<file path="src/rtl/cpu_bus_pkg.sv">
// Shared types and default constants for the CPU bus router and its OAM DMA engine.
package cpu_bus_pkg;

    typedef enum logic [1:0] {
        ST_IDLE  = 2'd0,
        ST_START = 2'd1,
        ST_RD    = 2'd2,
        ST_WR    = 2'd3
    } dma_state_e;

    localparam logic [15:0] HRAM_BASE_DEF = 16'hFF80;
    localparam logic [15:0] DMA_REG_DEF   = 16'hFF46;
    localparam logic [15:0] DMA_DST_DEF   = 16'hFE00;
    localparam int          DMA_LEN_DEF   = 160;
    localparam logic [7:0]  ECHO_HI_DEF   = 8'hE0;

    // Sources in the echo area are folded back onto the RAM they mirror.
    function automatic logic [7:0] echo_clamp(input logic [7:0] hi, input logic [7:0] echo_hi);
        return (hi >= echo_hi) ? hi - 8'h20 : hi;
    endfunction

endpackage

</file>
<file path="src/rtl/cpu_bus_dma_router_if.sv">
// CPU / MMU / HRAM bus bundle; the router uses the slave view, the environment the master view.
interface cpu_bus_dma_router_if #(
    parameter int ADDR_W  = 16,
    parameter int DATA_W  = 8,
    parameter int HRAM_AW = 7
);
    logic [ADDR_W-1:0]  cpu_addr;
    logic [DATA_W-1:0]  cpu_wdata;
    logic [DATA_W-1:0]  cpu_rdata;
    logic               cpu_wr;
    logic               cpu_rd;
    logic [ADDR_W-1:0]  mmu_addr;
    logic [DATA_W-1:0]  mmu_wdata;
    logic [DATA_W-1:0]  mmu_rdata;
    logic               mmu_cs;
    logic               mmu_wr;
    logic               mmu_rd;
    logic [HRAM_AW-1:0] hram_addr;
    logic [DATA_W-1:0]  hram_wdata;
    logic [DATA_W-1:0]  hram_rdata;
    logic               hram_cs;
    logic               hram_wr;
    logic               hram_rd;
    logic               dma_active;

    modport slave (
        input  cpu_addr, cpu_wdata, cpu_wr, cpu_rd, mmu_rdata, hram_rdata,
        output cpu_rdata, mmu_addr, mmu_wdata, mmu_cs, mmu_wr, mmu_rd,
               hram_addr, hram_wdata, hram_cs, hram_wr, hram_rd, dma_active
    );

    modport master (
        output cpu_addr, cpu_wdata, cpu_wr, cpu_rd, mmu_rdata, hram_rdata,
        input  cpu_rdata, mmu_addr, mmu_wdata, mmu_cs, mmu_wr, mmu_rd,
               hram_addr, hram_wdata, hram_cs, hram_wr, hram_rd, dma_active
    );
endinterface

</file>
<file path="src/rtl/cpu_bus_dma_router_dma.sv">
// OAM DMA engine: source register, copy FSM, byte index and staging byte.
module oam_dma_engine
    import cpu_bus_pkg::*;
#(
    parameter int                ADDR_W  = 16,
    parameter int                DATA_W  = 8,
    parameter logic [ADDR_W-1:0] DMA_DST = DMA_DST_DEF,
    parameter int                DMA_LEN = DMA_LEN_DEF,
    parameter logic [7:0]        ECHO_HI = ECHO_HI_DEF
) (
    input  logic              clk,
    input  logic              reset_n,
    input  logic              start_i,
    input  logic [DATA_W-1:0] wdata_i,
    input  logic [DATA_W-1:0] mmu_rdata_i,
    output logic [7:0]        src_hi_o,
    output logic              active_o,
    output logic [ADDR_W-1:0] mmu_addr_o,
    output logic [DATA_W-1:0] mmu_wdata_o,
    output logic              mmu_rd_o,
    output logic              mmu_wr_o
);
    localparam logic [7:0] LAST_IDX = 8'(DMA_LEN - 1);

    dma_state_e        state_q, state_d;
    logic [7:0]        idx_q, idx_d;
    logic [DATA_W-1:0] byte_q, byte_d;
    logic [7:0]        src_hi_q, src_hi_d;
    logic [7:0]        eff_hi;

    assign eff_hi   = echo_clamp(src_hi_q, ECHO_HI);
    assign src_hi_o = src_hi_q;
    assign active_o = (state_q != ST_IDLE);

    // State, index, staging byte and source register.
    always_ff @(posedge clk or negedge reset_n) begin
        if (!reset_n) begin
            state_q  <= ST_IDLE;
            idx_q    <= '0;
            byte_q   <= '0;
            src_hi_q <= 8'hFF;
        end else begin
            state_q  <= state_d;
            idx_q    <= idx_d;
            byte_q   <= byte_d;
            src_hi_q <= src_hi_d;
        end
    end

    // Next state and MMU drive; a register write restarts from any state.
    always_comb begin
        state_d     = state_q;
        idx_d       = idx_q;
        byte_d      = byte_q;
        src_hi_d    = start_i ? 8'(wdata_i) : src_hi_q;
        mmu_addr_o  = '0;
        mmu_wdata_o = '0;
        mmu_rd_o    = 1'b0;
        mmu_wr_o    = 1'b0;
        case (state_q)
            ST_START: begin
                idx_d   = '0;
                state_d = ST_RD;
            end
            ST_RD: begin
                mmu_addr_o = ADDR_W'({eff_hi, idx_q});
                mmu_rd_o   = 1'b1;
                byte_d     = mmu_rdata_i;
                state_d    = ST_WR;
            end
            ST_WR: begin
                mmu_addr_o  = DMA_DST + ADDR_W'(idx_q);
                mmu_wdata_o = byte_q;
                mmu_wr_o    = 1'b1;
                if (idx_q == LAST_IDX) begin
                    state_d = ST_IDLE;
                end else begin
                    idx_d   = idx_q + 8'd1;
                    state_d = ST_RD;
                end
            end
            default: ;
        endcase
        if (start_i) state_d = ST_START;
    end

endmodule

</file>
<file path="src/rtl/cpu_bus_dma_router.sv">
// CPU bus router: MMU/HRAM decode, DMA lockout gating and read-data mux.
module cpu_bus_dma_router
    import cpu_bus_pkg::*;
#(
    parameter int                ADDR_W    = 16,
    parameter int                DATA_W    = 8,
    parameter logic [ADDR_W-1:0] HRAM_BASE = HRAM_BASE_DEF,
    parameter int                HRAM_AW   = 7,
    parameter logic [ADDR_W-1:0] DMA_REG   = DMA_REG_DEF,
    parameter logic [ADDR_W-1:0] DMA_DST   = DMA_DST_DEF,
    parameter int                DMA_LEN   = DMA_LEN_DEF,
    parameter logic [7:0]        ECHO_HI   = ECHO_HI_DEF
) (
    input  logic                 clk,
    input  logic                 reset_n,
    cpu_bus_dma_router_if.slave  bus
);
    logic              hram_sel, reg_hit, wr, rd, dma_start, active;
    logic [7:0]        src_hi;
    logic [ADDR_W-1:0] eng_addr;
    logic [DATA_W-1:0] eng_wdata;
    logic              eng_rd, eng_wr;

    // Write wins when the CPU raises both strobes.
    assign wr        = bus.cpu_wr;
    assign rd        = bus.cpu_rd & ~bus.cpu_wr;
    assign hram_sel  = (bus.cpu_addr >= HRAM_BASE);
    assign reg_hit   = (bus.cpu_addr == DMA_REG);
    assign dma_start = ~hram_sel & reg_hit & wr;

    oam_dma_engine #(
        .ADDR_W (ADDR_W),
        .DATA_W (DATA_W),
        .DMA_DST(DMA_DST),
        .DMA_LEN(DMA_LEN),
        .ECHO_HI(ECHO_HI)
    ) u_dma (
        .clk        (clk),
        .reset_n    (reset_n),
        .start_i    (dma_start),
        .wdata_i    (bus.cpu_wdata),
        .mmu_rdata_i(bus.mmu_rdata),
        .src_hi_o   (src_hi),
        .active_o   (active),
        .mmu_addr_o (eng_addr),
        .mmu_wdata_o(eng_wdata),
        .mmu_rd_o   (eng_rd),
        .mmu_wr_o   (eng_wr)
    );

    assign bus.dma_active = active;

    // HRAM stays CPU-driven regardless of DMA.
    assign bus.hram_addr  = HRAM_AW'(bus.cpu_addr - HRAM_BASE);
    assign bus.hram_wdata = (hram_sel & wr) ? bus.cpu_wdata : '0;
    assign bus.hram_wr    = hram_sel & wr;
    assign bus.hram_rd    = hram_sel & rd;
    assign bus.hram_cs    = hram_sel & (wr | rd);

    // MMU port: CPU when idle, engine while a transfer owns it (CPU dropped).
    always_comb begin
        bus.mmu_addr  = bus.cpu_addr;
        bus.mmu_wdata = (~hram_sel & wr) ? bus.cpu_wdata : '0;
        bus.mmu_wr    = ~hram_sel & wr;
        bus.mmu_rd    = ~hram_sel & rd;
        bus.mmu_cs    = ~hram_sel & (wr | rd);
        if (active) begin
            bus.mmu_addr  = eng_addr;
            bus.mmu_wdata = eng_wdata;
            bus.mmu_wr    = eng_wr;
            bus.mmu_rd    = eng_rd;
            bus.mmu_cs    = eng_wr | eng_rd;
        end
    end

    // Read data: HRAM, then the source register, then lockout filler, then MMU.
    always_comb begin
        if (hram_sel)     bus.cpu_rdata = bus.hram_rdata;
        else if (reg_hit) bus.cpu_rdata = DATA_W'(src_hi);
        else if (active)  bus.cpu_rdata = '1;
        else              bus.cpu_rdata = bus.mmu_rdata;
    end

endmodule
</file>
<file path="src/flat_wrapper.sv">
// flat-port wrapper written by rule: the top's interface ports become plain ports
module cpu_bus_dma_router_flat import cpu_bus_pkg::*;
#(
    parameter int                ADDR_W    = 16,
    parameter int                DATA_W    = 8,
    parameter logic [ADDR_W-1:0] HRAM_BASE = HRAM_BASE_DEF,
    parameter int                HRAM_AW   = 7,
    parameter logic [ADDR_W-1:0] DMA_REG   = DMA_REG_DEF,
    parameter logic [ADDR_W-1:0] DMA_DST   = DMA_DST_DEF,
    parameter int                DMA_LEN   = DMA_LEN_DEF,
    parameter logic [7:0]        ECHO_HI   = ECHO_HI_DEF
)
  (clk, reset_n, bus_cpu_addr, bus_cpu_wdata, bus_cpu_wr, bus_cpu_rd, bus_mmu_rdata, bus_hram_rdata, bus_cpu_rdata, bus_mmu_addr, bus_mmu_wdata, bus_mmu_cs, bus_mmu_wr, bus_mmu_rd, bus_hram_addr, bus_hram_wdata, bus_hram_cs, bus_hram_wr, bus_hram_rd, bus_dma_active);
  cpu_bus_dma_router_if #(.ADDR_W(ADDR_W), .DATA_W(DATA_W), .HRAM_AW(HRAM_AW)) bus_i ();
  input  logic clk;
  input  logic reset_n;
  input wire logic [$bits(bus_i.cpu_addr)-1:0] bus_cpu_addr;
  input wire logic [$bits(bus_i.cpu_wdata)-1:0] bus_cpu_wdata;
  input wire logic [$bits(bus_i.cpu_wr)-1:0] bus_cpu_wr;
  input wire logic [$bits(bus_i.cpu_rd)-1:0] bus_cpu_rd;
  input wire logic [$bits(bus_i.mmu_rdata)-1:0] bus_mmu_rdata;
  input wire logic [$bits(bus_i.hram_rdata)-1:0] bus_hram_rdata;
  output wire logic [$bits(bus_i.cpu_rdata)-1:0] bus_cpu_rdata;
  output wire logic [$bits(bus_i.mmu_addr)-1:0] bus_mmu_addr;
  output wire logic [$bits(bus_i.mmu_wdata)-1:0] bus_mmu_wdata;
  output wire logic [$bits(bus_i.mmu_cs)-1:0] bus_mmu_cs;
  output wire logic [$bits(bus_i.mmu_wr)-1:0] bus_mmu_wr;
  output wire logic [$bits(bus_i.mmu_rd)-1:0] bus_mmu_rd;
  output wire logic [$bits(bus_i.hram_addr)-1:0] bus_hram_addr;
  output wire logic [$bits(bus_i.hram_wdata)-1:0] bus_hram_wdata;
  output wire logic [$bits(bus_i.hram_cs)-1:0] bus_hram_cs;
  output wire logic [$bits(bus_i.hram_wr)-1:0] bus_hram_wr;
  output wire logic [$bits(bus_i.hram_rd)-1:0] bus_hram_rd;
  output wire logic [$bits(bus_i.dma_active)-1:0] bus_dma_active;
  assign bus_i.cpu_addr = bus_cpu_addr;
  assign bus_i.cpu_wdata = bus_cpu_wdata;
  assign bus_i.cpu_wr = bus_cpu_wr;
  assign bus_i.cpu_rd = bus_cpu_rd;
  assign bus_i.mmu_rdata = bus_mmu_rdata;
  assign bus_i.hram_rdata = bus_hram_rdata;
  assign bus_cpu_rdata = bus_i.cpu_rdata;
  assign bus_mmu_addr = bus_i.mmu_addr;
  assign bus_mmu_wdata = bus_i.mmu_wdata;
  assign bus_mmu_cs = bus_i.mmu_cs;
  assign bus_mmu_wr = bus_i.mmu_wr;
  assign bus_mmu_rd = bus_i.mmu_rd;
  assign bus_hram_addr = bus_i.hram_addr;
  assign bus_hram_wdata = bus_i.hram_wdata;
  assign bus_hram_cs = bus_i.hram_cs;
  assign bus_hram_wr = bus_i.hram_wr;
  assign bus_hram_rd = bus_i.hram_rd;
  assign bus_dma_active = bus_i.dma_active;
  cpu_bus_dma_router #(.ADDR_W(ADDR_W), .DATA_W(DATA_W), .HRAM_BASE(HRAM_BASE), .HRAM_AW(HRAM_AW), .DMA_REG(DMA_REG), .DMA_DST(DMA_DST), .DMA_LEN(DMA_LEN), .ECHO_HI(ECHO_HI)) u_core (.clk(clk), .reset_n(reset_n), .bus(bus_i));
endmodule
</file>
<file path="config.mk">
export PLATFORM = sky130hd
export DESIGN_NAME = cpu_bus_dma_router_flat
export DESIGN_NICKNAME = d
export VERILOG_FILES = /design/src/rtl/cpu_bus_pkg.sv /design/src/rtl/cpu_bus_dma_router_if.sv /design/src/rtl/cpu_bus_dma_router_dma.sv /design/src/rtl/cpu_bus_dma_router.sv /design/src/flat_wrapper.sv
export SDC_FILE = /design/constraint.sdc
export NUM_CORES = 1
export LEC_CHECK = 0
export ABC_CLOCK_PERIOD_IN_PS = 1650
export BUFFER_PORTS_ARGS = -buffer_cell sky130_fd_sc_hd__clkbuf_2
export CAP_MARGIN = 5
export CORE_MARGIN = 2
export CORE_UTILIZATION = 40
export DETAILED_ROUTE_END_ITERATION = 16
export PLACE_DENSITY = 0.78
export SYNTH_ARGS = -nofsm -noshare
export SYNTH_HDL_FRONTEND = slang
export SYNTH_HIERARCHICAL = 1
export SYNTH_SLANG_ARGS = --single-unit
</file>
<file path="constraint.sdc">
create_clock -name clk -period 1.65 [get_ports clk]
set_input_delay 0.165 -clock clk [delete_from_list [all_inputs] [get_ports clk]]
set_output_delay 0.165 -clock clk [all_outputs]
set_load 0.005 [all_outputs]
</file>
==> results_dict.tcl, run 1 <==
set metrics [dict create \
    clock_latency_ns 0.28 \
    fmax_ghz 0.525 \
    grt_pass1_vias 2138 \
    critPathKind "register to primary output" \
    status "finished, violations left" \
    synth_xor_area_share_pct 0 \
    coreArea_um2 5170 \
    synth_top_family_by_area "simple AND/OR/NAND/NOR gates" \
    root_buffer "clkbuf_8" \
    ir_worst_vdd_uv 366 \
    async_reset_ff_share_pct 100 \
    synth_edf_count 0 \
    top_usage_layer "met2" \
    rsz0062_at_grt "true" \
    violations "setup timing" \
    cts_buffers 3 \
    num_antenna_cells 0 \
    cpPeakStageDelay_ns 0.55 \
    ys_ff_latch 26 \
    path_cells "inv_2, ha_4, a31oi_1, o21a_1, mux2_4, clkbuf_2" \
    sw_frac_of_total_pct 31.9 \
    cp_slowest_cell "dfstp_2" \
    p_per_area_nw_per_um2 503 \
    hold_violations 0 \
    grt_util_met3_pct 4.88 \
    grt_max_degree 27 \
    drt_iter0_markers 201 \
    gp_congestion 0.842 \
    final_cell_mix "85 x clkbuf_2, 27 x nand2_1, 25 x mux2_2, 17 x dfrtp_1, 16 x nand3_1" \
    vias 2499 \
    layout_commonest_cell "clkbuf_2" \
    syn_nets 299 \
    grt_use_total_pct 22.4 \
    slew_headroom_pct 51.3 \
    period_needed_ns 1.90 \
    nFillCells 399 \
    cp_max_fo 2 \
    dr.pass1.iters 7 \
    period_share_pct 115 \
    cts_buffer_depth 2 \
    p_sw_uw 546 \
    synthCells 253 \
    final_nets 410 \
    gr-total-overflow 0 \
    vias_per_cell 5.77 \
    synth_mux_area_share_pct 15.0 \
    cts.clk_slew.worst_paths_ns 0.09 \
    wl_per_cell_um 18.7 \
    hold_slack_ns 0.133 \
    io_buffers 97 \
    setup_violations 34 \
    grt_antenna_before_repair 0 \
    drive_gt1_share_pct 63.6 \
    dieArea_um2 6040 \
    worstMarginPinSlew_ns 0.731 \
    p_int_uw 1170 \
    die_w_um 77.7 \
    tritoncts "built" \
    p_leak_uw 0.00155 \
    syn_area_um2 2170 \
    r2r_setup_slack_ns 0.05 \
    cp-end-kind "primary output" \
    p_comb_share_pct 27.8 \
    rows 26 \
    worst_slack_ns -0.255 \
    synth_compound_area_share_pct 16.1 \
    drv_slew 0 \
    synth_cell_type_count 44 \
    yosys_warnings 6 \
    antenna_left 0 \
    areaGrowthSynthToFinish_pct 56.4 \
    dp_hpwl_um 4940 \
    critPathTopFamily "flip-flops" \
    ys_seq_area_share_pct 30.4 \
    clock-skew-final_ns 0.00464 \
    htreeDepth 1 \
    drt_wl_total_um 8090 \
    cts.sinks 26 \
    hp-class "input pin to register" \
    met1_usage_pct 29.4 \
    start_util_pct 42.0 \
    start_kind "register" \
    drc 0 \
    yosys.area_share.simple_pct 28.4 \
    pwr-share-clk_pct 25.2 \
    syn_avg_cell_area_um2 8.60 \
    pre_cts_slack_ns 0.0191 \
    synth_fa_ha_area_share_pct 1.15 \
    crit_buf_inv 2 \
    final_core_util_pct 65.8 \
    die_h_um 77.7 \
    post_dp_cell_area_um2 2710 \
    crit_arrival_ns 1.74 \
    ys.flop_type "dfrtp_1" \
    grt_use_met2_pct 37.0 \
    fin_area_um2 3400 \
    seqPwrFrac_pct 46.9 \
    drv_cap 0 \
    io_pins 98 \
    grt_pass1_wl_um 10700 \
    worstPathRequired_ns 1.48 \
]
==> registers in the layout (all words and copies together), names as in the netlist <==
name / flops
u_core/u_dma/idx_q: 8
u_core/u_dma/state_q: 2
u_core/u_dma/byte_q: 8
u_core/u_dma/src_hi_o: 8
==> stage by stage <==
stage	instances	total power, uW	TNS, ns
after global routing	433	1800	-5.94
after detailed placement	411	1220	0
after floorplan	253	1050	0
final	433	1710	-3.88
after global placement	411	1200	0
after CTS	427	1650	-1.12
==> cell families (layout without fill, tap and decap cells) <==
group / count (synthesis) / in the layout
flops: 26 / 26
compound gates: 50 / 50
buf+inv: 33 / 143
simple gates: 113 / 113
fa+ha+maj: 2 / 2
mux: 29 / 29
==> metal layers <==
layer  part of all wire [%]  wire length (um)
met1                     39              3180
met2                     50              4010
met3                    8.9               723
met4                    2.3               184
met5                      0                 0
==> final timing paths <==
| kind | startpoint | end | cells after the start |
|---|---|---|---|
| hold / removal | bus_cpu_wdata[4] | u_core/u_dma/src_hi_o[4] | 2 |
| max in group asynchronous | reset_n | u_core/u_dma/state_q[1] | 2 |
| setup reg to reg | u_core/u_dma/state_q[1] | u_core/u_dma/byte_q[7] | 6 |
| setup / recovery | u_core/u_dma/src_hi_o[6] | bus_mmu_addr[14] | 6 |
| hold reg to reg | u_core/u_dma/byte_q[3] | u_core/u_dma/byte_q[3] | 1 |
| min in group asynchronous | reset_n | u_core/u_dma/idx_q[4] | 2 |
==> worst register-to-register path, stage by stage (launching register included) <==
cell	delay (ns)
dfrtp_2	0.44
buf_6	0.11
buf_6	0.10
nor2b_4	0.18
buf_4	0.16
buf_6	0.15
mux2_2	0.35
==> power groups by stage <==
stage	clock (uW)	combinational [uW]	sequential, uW
after floorplan	0	278	769
final	432	477	803
after detailed placement	0	414	805
after global routing	466	521	815
after CTS	427	424	796
after global placement	0	399	803
==> timing repair <==
| action | 4_1_cts | 5_1_grt |
|---|---|---|
| endpoints found under the hold margin | 18 | 0 |
| resized for setup | 33 | 79 |
| setup endpoints to repair | 34 | 35 |
| gates cloned | 3 | 3 |
| buffers inserted | 10 | 4 |
| pin swaps | 10 | 22 |
| hold buffers | 1 | 0 |
==> synth_stat cells (7+ instances only) <==
library cell   n  area (um2)
nand3_1       17        85.1
nor2_1        13        48.8
inv_1          7        26.3
dfstp_2        8         210
buf_4          9        67.6
and2_1        10        62.6
o21ai_0       11        55.1
mux2_2        29         327
dfrtp_1       18         450
a21oi_1        7        35.0
and3_1         9        56.3
nand2_1       38         143
o31ai_1        9        67.6
==> final cells by class <==
cell class / instances / area, um2 / area share, %
Clock buffer: 4 / 55.1 / 1.62
Sequential cell: 26 / 662 / 19.5
Tap cell: 70 / 87.6 / 2.57
Timing Repair Buffer: 132 / 947 / 27.8
Inverter: 7 / 31.3 / 0.919
Multi-Input combinational cell: 194 / 1620 / 47.6
Power figures use the tool's default switching activity.
==> run 2: changes to the inputs <==
--- a/config.mk
+++ b/config.mk
@@ -11,7 +11,7 @@
 export CORE_MARGIN = 2
 export CORE_UTILIZATION = 40
 export DETAILED_ROUTE_END_ITERATION = 16
-export PLACE_DENSITY = 0.78
+export PLACE_DENSITY = 0.7
 export SYNTH_ARGS = -nofsm -noshare
 export SYNTH_HDL_FRONTEND = slang
 export SYNTH_HIERARCHICAL = 1
==> results_dict.tcl, run 2 (same netlist as run 1, synthesis figures left out) <==
set metrics [dict create \
    cp_max_fo 2 \
    crit_arrival_ns 1.72 \
    post_dp_cell_area_um2 2710 \
    period_needed_ns 1.88 \
    io_buffers 97 \
    dp_hpwl_um 5120 \
    cts.clk_slew.worst_paths_ns 0.10 \
    grt_max_degree 27 \
    tritoncts "built" \
    clock_latency_ns 0.27 \
    layout_commonest_cell "clkbuf_2" \
    drv_slew 0 \
    rows 26 \
    cts_buffers 3 \
    io_pins 98 \
    top_usage_layer "met2" \
    num_antenna_cells 0 \
    die_w_um 77.7 \
    drt_wl_total_um 7340 \
    hold_slack_ns 0.141 \
    setup_violations 35 \
    pre_cts_slack_ns -0.0328 \
    start_kind "register" \
    root_buffer "clkbuf_8" \
    placed_cells_incl_taps 412 \
    antenna_left 0 \
    fmax_ghz 0.532 \
    grt_pass1_vias 2053 \
    hp-class "input pin to register" \
    p_per_area_nw_per_um2 536 \
    start_util_pct 42.0 \
    total_power_uw 1680 \
    worst_slack_ns -0.230 \
    drive_gt1_share_pct 58.7 \
    final_nets 410 \
    drv_cap 0 \
    dieArea_um2 6040 \
    gp_congestion 0.860 \
    vias_per_cell 5.62 \
    gr-total-overflow 0 \
    worstPathRequired_ns 1.48 \
    coreArea_um2 5170 \
    dr.pass1.iters 5 \
    cts.sinks 26 \
    grt_antenna_before_repair 0 \
    grt_pass1_wl_um 10700 \
    status "finished, violations left" \
    areaGrowthSynthToFinish_pct 44.0 \
    met1_usage_pct 31.6 \
    cp-end-kind "primary output" \
    grt_use_total_pct 22.2 \
    slew_headroom_pct 55.8 \
    ir_worst_vdd_uv 400 \
    grt_util_met3_pct 2.09 \
    p_leak_uw 0.00147 \
    worstMarginPinSlew_ns 0.662 \
    final_cell_mix "90 x clkbuf_2, 37 x nand2_1, 27 x mux2_2, 23 x buf_4" \
    vias 2435 \
    grt_use_met2_pct 36.2 \
    cts_buffer_depth 2 \
    drc 0 \
    fin_cells 433 \
    hold_violations 0 \
    fin_area_um2 3130 \
    critPathKind "register to primary output" \
    drt_iter0_markers 261 \
    rsz0062_at_grt "true" \
    htreeDepth 1 \
    wl_per_cell_um 16.9 \
    die_h_um 77.7 \
    period_share_pct 114 \
    clock-skew-final_ns 0.00108 \
    violations "setup timing" \
    nFillCells 422 \
]
## run 2: changes by cell type in the layout (fill, tap and decap cells not counted), moves of 5 or more
cell and change:
nand2_1 +10, buf_4 +9, nand2_2 -6, buf_2 -5, clkbuf_2 +5, o31ai_4 -5
## run 2: critical path: stages, from the launching register on
cell and delay [ns]:
dfstp_2 0.55, inv_2 0.05, ha_4 0.25, a31oi_1 0.07, o21a_1 0.17, mux2_4 0.25, clkbuf_2 0.11
## run 2: where the power goes
group	leakage [uW]	switching, uW	internal, uW
sequential	0.000291	100	701
combinational	0.00115	202	241
clock	0.0000288	221	214
total	0.00147	523	1160
## run 2: area by class of cell
type / instances / area (um2) / area share (%)
clock buffer: 4 / 55.1 / 1.76
inverter: 7 / 28.8 / 0.919
multi-input combinational: 194 / 1460 / 46.6
sequential: 26 / 662 / 21.1
tap: 70 / 87.6 / 2.80
timing repair buffer: 132 / 837 / 26.7
## run 2: per-layer routing
metal  wire length, um  vias to the layer above
li1                  -                     1130
met1              3100                     1150
met2              3540                      147
met3               615                        8
met4                77                        0
met5                 0                        -
## run 2: through the flow
stage | TNS [ns] | util, %
after detailed placement | -0.121 | 52.5
after global placement | -0.0295 | 52.5
after floorplan | 0 | -
final | -5.08 | 60.5
after CTS | -1.45 | 56.7
after global routing | -6.46 | 60.5
## run 2: timing repair
item | in CTS | in global routing
resized for setup | 20 | 46
gates cloned | 0 | 1
hold buffers | 1 | 0
endpoints found under the hold margin | 18 | 0
buffers inserted | 12 | 5
setup endpoints to repair | 33 | 34
pin swaps | 4 | 3
## run 2: final timing paths
| check | from | endpoint | slack (ns) | cells past startpoint |
|---|---|---|---|---|
| setup / recovery | u_core/u_dma/src_hi_o[5] | bus_mmu_addr[14] | -0.23 | 6 |
| hold / removal | bus_mmu_rdata[5] | u_core/u_dma/byte_q[5] | 0.14 | 2 |
| setup reg to reg | u_core/u_dma/state_q[0] | u_core/u_dma/idx_q[5] | 0.07 | 7 |
| hold reg to reg | u_core/u_dma/byte_q[2] | u_core/u_dma/byte_q[2] | 0.51 | 1 |
| max in group asynchronous | reset_n | u_core/u_dma/state_q[0] | 0.73 | 2 |
| min in group asynchronous | reset_n | u_core/u_dma/idx_q[6] | 0.46 | 2 |
